## src/rtl/mem_lsu.sv

```systemverilog
// mem_lsu: load/store unit for a 32-bit word memory with sub-word extraction,
// sign extension and read-modify-write for byte/halfword stores.
module mem_lsu #(
   parameter int ADDR_W = 14
) (
   input  logic              clk,
   input  logic              rst_n,
   input  logic              req_valid,
   output logic              req_ready,
   input  logic              req_we,
   input  logic [1:0]        req_size,
   input  logic              req_signed,
   input  logic [ADDR_W+1:0] req_addr,
   input  logic [31:0]       req_wdata,
   output logic              resp_valid,
   output logic [31:0]       resp_rdata,
   output logic              resp_err,
   output logic              mem_en,
   output logic              mem_we,
   output logic [ADDR_W-1:0] mem_addr,
   output logic [31:0]       mem_wdata,
   input  logic [31:0]       mem_rdata
);
   typedef enum logic [1:0] {IDLE, LOAD_WAIT, RMW} state_t;
   state_t state, state_nx;
   logic [ADDR_W-1:0] l_addr;
   logic [1:0] l_size, l_off;
   logic l_signed;
   logic [31:0] l_wdata;
   logic acc, err;
   logic [4:0] sh;
   logic [31:0] rsh, ext, mask, merged;
   assign req_ready = rst_n && state == IDLE;
   assign acc = req_valid && req_ready;
   assign err = req_size == 2'b11 || (req_size == 2'b01 && req_addr[0]) ||
                (req_size == 2'b10 && req_addr[1:0] != 2'b00);
   assign sh = {l_off, 3'b000};
   assign rsh = mem_rdata >> sh;
   assign ext = l_size == 2'b00 ? {{24{l_signed & rsh[7]}}, rsh[7:0]} :
                l_size == 2'b01 ? {{16{l_signed & rsh[15]}}, rsh[15:0]} : mem_rdata;
   assign mask = (l_size == 2'b00 ? 32'h0000_00FF : 32'h0000_FFFF) << sh;
   assign merged = (mem_rdata & ~mask) | ((l_wdata << sh) & mask);
   always_comb begin
      state_nx = state;
      mem_en = 1'b0;
      mem_we = 1'b0;
      mem_addr = l_addr;
      mem_wdata = merged;
      case (state)
         IDLE: begin
            mem_addr = req_addr[ADDR_W+1:2];
            mem_wdata = req_wdata;
            if (acc && !err) begin
               if (!req_we) begin
                  mem_en = 1'b1;
                  state_nx = LOAD_WAIT;
               end else if (req_size == 2'b10) begin
                  mem_we = 1'b1;
               end else begin
                  mem_en = 1'b1;
                  state_nx = RMW;
               end
            end
         end
         LOAD_WAIT: state_nx = IDLE;
         RMW: begin
            mem_we = 1'b1;
            state_nx = IDLE;
         end
         default: state_nx = IDLE;
      endcase
   end
   always_ff @(posedge clk or negedge rst_n) begin
      if (!rst_n) begin
         state <= IDLE;
         l_addr <= '0;
         l_size <= '0;
         l_off <= '0;
         l_signed <= 1'b0;
         l_wdata <= '0;
         resp_valid <= 1'b0;
         resp_err <= 1'b0;
         resp_rdata <= '0;
      end else begin
         state <= state_nx;
         if (acc) begin
            l_addr <= req_addr[ADDR_W+1:2];
            l_size <= req_size;
            l_off <= req_addr[1:0];
            l_signed <= req_signed;
            l_wdata <= req_wdata;
         end
         // word stores and errors answer from IDLE; multi-cycle accesses answer on leaving their state
         resp_valid <= (acc && (err || (req_we && req_size == 2'b10))) || state != IDLE;
         resp_err <= acc && err;
         resp_rdata <= state == LOAD_WAIT ? ext : '0;
      end
   end
endmodule

```

## config.mk

```make
export PLATFORM = sky130hd
export DESIGN_NAME = mem_lsu
export DESIGN_NICKNAME = d
export VERILOG_FILES = /design/src/rtl/mem_lsu.sv
export SDC_FILE = /design/constraint.sdc
export NUM_CORES = 1
export LEC_CHECK = 0
export ABC_AREA = 1
export BUFFER_PORTS_ARGS = -buffer_cell sky130_fd_sc_hd__buf_4
export CAP_MARGIN = 20
export CORE_ASPECT_RATIO = 0.75
export CORE_UTILIZATION = 55
export CTS_BUF_LIST = sky130_fd_sc_hd__clkbuf_4 sky130_fd_sc_hd__clkbuf_8
export CTS_CLUSTER_SIZE = 24
export DETAILED_ROUTE_END_ITERATION = 12
export PLACE_DENSITY_LB_ADDON = 0.1
export SLEW_MARGIN = 40
export SYNTH_ARGS = -nofsm -noshare
export SYNTH_HDL_FRONTEND = slang
export SYNTH_SLANG_ARGS = --single-unit
export TNS_END_PERCENT = 10
```

## constraint.sdc

```tcl
create_clock -name clk -period 3.3 [get_ports clk]
set_input_delay 0.66 -clock clk [delete_from_list [all_inputs] [get_ports clk]]
set_output_delay 0.66 -clock clk [all_outputs]
set_load 0.005 [all_outputs]
```

=== Word level (Yosys, flattened, before mapping) ===
Cells that the tools add are included.

* Flip-flop bits (word level): 87
* Bits of input ports: 87
* Output and inout port bits: 83
* Word-level logic and storage cells: 62

* Equality and inequality tests: 8
* Shifts and indexed selects: 3
* Mux-type cells: 18
* Bitwise gates (word level): 6
* Reductions and logical operators: 18

{| class="wikitable"
|+ Operators with widths
! operator !! count
|-
| $mux W32 || 4
|-
| $and A32 B32 Y32 || 2
|-
| $not A32 Y32 || 1
|-
| $or A32 B32 Y32 || 1
|-
| $shl A16 B5 Y32 || 1
|-
| $shl A32 B5 Y32 || 1
|-
| $shr A32 B5 Y16 || 1
|-
| $mux W16 || 1
|-
| $mux W14 || 1
|-
| $logic_and A1 B1 Y1 || 8
|-
| $mux W2 || 4
|-
| $mux W1 || 7
|-
| $eq A2 B1 Y1 const B || 3
|-
| $eq A2 B2 Y1 const B || 3
|-
| $logic_not A2 Y1 || 2
|-
| $logic_or A1 B1 Y1 || 4
|-
| $reduce_bool A2 Y1 || 2
|-
| $ne A3 B3 Y1 const B || 1
|-
| $and A1 B1 Y1 || 2
|-
| $ne A2 B1 Y1 const B || 1
|-
| $pmux W1 S2 || 1
|-
| $reduce_and A2 Y1 || 1
|-
| $logic_not A1 Y1 || 1
|}

=== Logic depth before layout (Yosys ltp) ===
* Word-level depth: 8
* Mapped depth: 10
* Gate-level depth less buffers: 9

=== Worst setup path before layout ===
No wires, ideal clock.

* Kind: input port to output port
* Start: input rst_n
* End: output mem_en
* Arrival: 1314 ps
* Required time: 2640 ps
* Slack: 1326 ps
* Stages: 7
* Buffers on the path: 1
* Path through: inv_1 nor2_2 nand2_2 buf_6 nor2_2 nand2_1 inv_1

* Cells in the longest elaborated chain, start to end: 5

{| class="wikitable"
|+ Ends and longest elaborated chain
! item !! RTL line !! text
|-
| start: declaration || 7 || <nowiki>input logic rst_n,</nowiki>
|-
| $logic_and A1 B1 Y1 || 33 || <nowiki>assign req_ready = rst_n && state == IDLE;</nowiki>
|-
| via req_ready || 9 || <nowiki>output logic req_ready,</nowiki>
|-
| $logic_and A1 B1 Y1 || 34 || <nowiki>assign acc = req_valid && req_ready;</nowiki>
|-
| $logic_and A1 B1 Y1 || 53 || <nowiki>if (acc && !err) begin</nowiki>
|-
| $mux W1 || 53 ||
|-
| $mux W1 || 49 || <nowiki>case (state)</nowiki>
|-
| end: declaration || 18 || <nowiki>output logic mem_en,</nowiki>
|}

The timed path passes the listed nets, and every way through them passes these cells.

=== Final worst setup path ===
* Start: register l_off[0]
* End: output mem_wdata[22]

* Cells in the longest elaborated chain, start to end: 5
* Elaborated cells on any way between the ends: 7
* Those cells by class: shift: 2; mux: 1; bitwise: 4

{| class="wikitable"
|+ Ends and longest elaborated chain
! item !! RTL line !! text
|-
| start: declaration || 27 || <nowiki>logic [1:0] l_size, l_off;</nowiki>
|-
| start signal: assignment || 89 || <nowiki>l_off <= req_addr[1:0];</nowiki>
|-
| $shl A16 B5 Y32 || 41 || <nowiki>assign mask = (l_size == 2'b00 ? 32'h0000_00FF : 32'h0000_FFFF) << sh;</nowiki>
|-
| $not A32 Y32 || 42 || <nowiki>assign merged = (mem_rdata & ~mask) | ((l_wdata << sh) & mask);</nowiki>
|-
| $and A32 B32 Y32 || 42 ||
|-
| $or A32 B32 Y32 * || 42 ||
|-
| $mux W32 * || 49 ||
|-
| end: declaration || 21 || <nowiki>output logic [31:0] mem_wdata,</nowiki>
|}

Mark *: on every way between the ends. The rest lies on a longest branch, timed or not.

==> impl_metrics.toml <==
[clock_tree]
cts_tree = "done"
root_buffer = "clkbuf_8"
h-tree-depth = 3
cts_made_buffers = 9
cts_hold_buf = 0
clk_latency_ps = 360
clk_pin_slew_worst_paths_ps = 80
cts_sinks = 79
cts_resized = 0
clockBufferDepth = 2
post_cts_buffers = 0

[final_layout]
drive_above_1_share_pct = 27.9
multi_input_area_mm2 = 0.00212
area_delta_synth_final_pct = 32.6
nFillCells = 603
regArea_mm2 = 0.00198
fin_cells = 927
final_core_util_pct = 76.0
nets = 905

[pwr]
power_w = 0.00266
ir_drop_v = 0.000266
power.share.clock_pct = 26.5
pwr-share-seq_pct = 42.3
leakage_nw = 3.38
pwr_density_cell_mw_per_mm2 = 438
combPwrFrac_pct = 31.1
power_switching_share_pct = 34.9
internal_power_w = 0.00173
p_switching_w = 0.000927

[detailed_routing]
route.detailed.drc = 0
first_pass_iters = 5
vias = 5225
drt-initial-drc-count = 526
ant_nets = 0
routedWlPerCell_um = 16.8
via_per_inst = 5.64
wirelength_um = 15500

[critical_path]
cp-start-kind = "register"
cp_top_family = "simple AND/OR/NAND/NOR gates"
crit_path_top_delay_cell = "dfrtp_1"
worstSetupEndpointType = "output port"
crit_chain = "buf_4, nor2_4, inv_1, nand2_2, inv_2, nand2_1, nand3_1, nand2_1, buf_4"
cp.arrival_ps = 2080
critical_path_buf_inv_count = 4
crit_fanout = 22
r2r_slack_ps = 1280
critPathKind = "reg -> out"
worst_path_largest_cell_delay_ps = 390
cp.required_ps = 2640

[synth]
synth_sequential_area_ratio_pct = 43.2
synth-warning-count = 0
synth_top_family_by_area = "simple AND/OR/NAND/NOR gates"
synth_compound_area_share_pct = 18.2
netlist_top_cells_count = "235 x nand2_1, 90 x o21ai_0, 79 x dfrtp_1"
ys_ff_latch = 79
synth_xor_area_share_pct = 0
synthMuxAreaShare_pct = 0
yosys.area.top_type = "dfrtp_1"
synth_nets = 749
synthDistinctLibCells = 22
yosys.area_share.simple_pct = 28.1
netlist_area_mm2 = 0.00458
ys_top_cells_by_area = "dfrtp_1 43%, nand2_1 19%, o21ai_0 9.8%"
synth_edf_count = 0
synthFlopType = "dfrtp_1"
ys_async_sr_fraction_pct = 100
synthAdderAreaFrac_pct = 0
synth_most_common_cell = "nand2_1"
avgSynthCellArea_um2 = 6.92
synth_cells = 662
synth_top_cell_area_share_pct = 43.2

[sta]
post-route-period-util_pct = 82.9
fin_ws_ps = 564
maxSlewHeadroom_pct = 51.3
rsz0062_at_grt = "no"
finalSetupTns_ps = 0
setup_viol_count_final = 0
max_freq_mhz = 366
worst_slew_pin_slew_ps = 731
finalCriticalPeriod_ps = 2740
finalHoldViolCount = 0
clock_skew_ps = 9.78
maxSlewViolCount = 0

[die]
rows = 28
core_area_mm2 = 0.00799
io_pins = 170
start_util_pct = 57.3
die_h_um = 81.0
die_area_mm2 = 0.00870
die_w_um = 107

[grt]
antenna_found_initial = 1
grt_util_met2_pct = 57.5
grt_overflow_total = 0
grt_pass1_vias = 4782
grtUsageTotal_pct = 37.4
grt_max_degree = 80
grt_use_met3_pct = 9.23
grt_pass1_wl_um = 24400
top_usage_layer = "met2"
grtUsageMet1_pct = 51.5

[job]
maxCapViolations = 0

[placed_design]
place_inst = 912
routabilityCongestion = 0.983
dp_hpwl_um = 11700
port_buffers = 169
pre_cts_slack_ps = 991

[run_status]
outcome = "finished, final reports clean"

[min_path]
min_path_type = "in -> async"
power groups by stage:
stage / clock (W) / combinational, W / sequential (W)
floorplan: 0 / 0.000469 / 0.00112
global placement: 0 / 0.000787 / 0.00113
detailed placement: 0 / 0.000807 / 0.00114
CTS: 0.000707 / 0.000813 / 0.00112
global route: 0.000744 / 0.000913 / 0.00113
finish: 0.000705 / 0.000827 / 0.00113
kinds of logic (layout without fill, tap and decap cells):
family / Yosys count / after routing
other cells: 0 / 1
compound gates: 157 / 157
flops: 79 / 79
simple gates: 311 / 311
buf+inv: 115 / 274
sequential cells by signal, indices dropped and copies added (netlist names):
| signal | flops |
|---|---|
| resp_rdata | 32 |
| resp_err | 1 |
| resp_valid | 1 |
| l_signed | 1 |
| l_wdata | 24 |
| l_off | 2 |
| state | 2 |
| l_size | 2 |
| l_addr | 14 |
path summary, 6_finish.rpt:
kind | start | end | cells past startpoint
worst max-delay path | l_off[0] | mem_wdata[22] | 9
worst min-delay path | rst_n | l_addr[9] | 2
worst max register to register | state[1] | l_wdata[2] | 7
worst min register to register | l_addr[10] | l_addr[10] | 2
max in group asynchronous | rst_n | state[1] | 2
min in group clk | req_we | state[0] | 2
per-stage QoR:
step | hold slack (ps) | cell area [um^2]
2_1_floorplan | 364 | 4580
3_3_place_gp | 465 | 5880
3_5_place_dp | 470 | 5880
4_1_cts | 462 | 6070
5_1_grt | 458 | 6070
6_report | 443 | 6070
area by class of cell:
cell class                 instances  share of cell area [%]
antenna                            1                  0.0412
clock buffer                      10                    2.27
clock inverter                     4                   0.783
inverter                          80                    4.95
multi-input combinational        468                    34.9
sequential                        79                    32.6
tap                              105                    2.16
timing repair buffer             180                    22.3
layer usage:
layer  part of all wire (%)  vias to the layer above  wire, um
met5                      0                        -         0
met4                    2.5                        0       391
met3                     12                       39      1790
met2                     45                      369      6950
met1                     41                     2406      6410
li1                       -                     2411         -
cell usage in the layout (no fill, tap or decap), types with 7 or more instances in the layout:
cell type	instances
a21oi_1	45
a22oi_1	16
buf_4	179
clkbuf_8	10
dfrtp_1	79
inv_1	73
nand2_1	235
nand3_1	17
nand4_1	8
nor2_1	21
nor2_2	15
o21ai_0	90
or2_2	7
No activity file was read; power rests on OpenSTA's default activity.
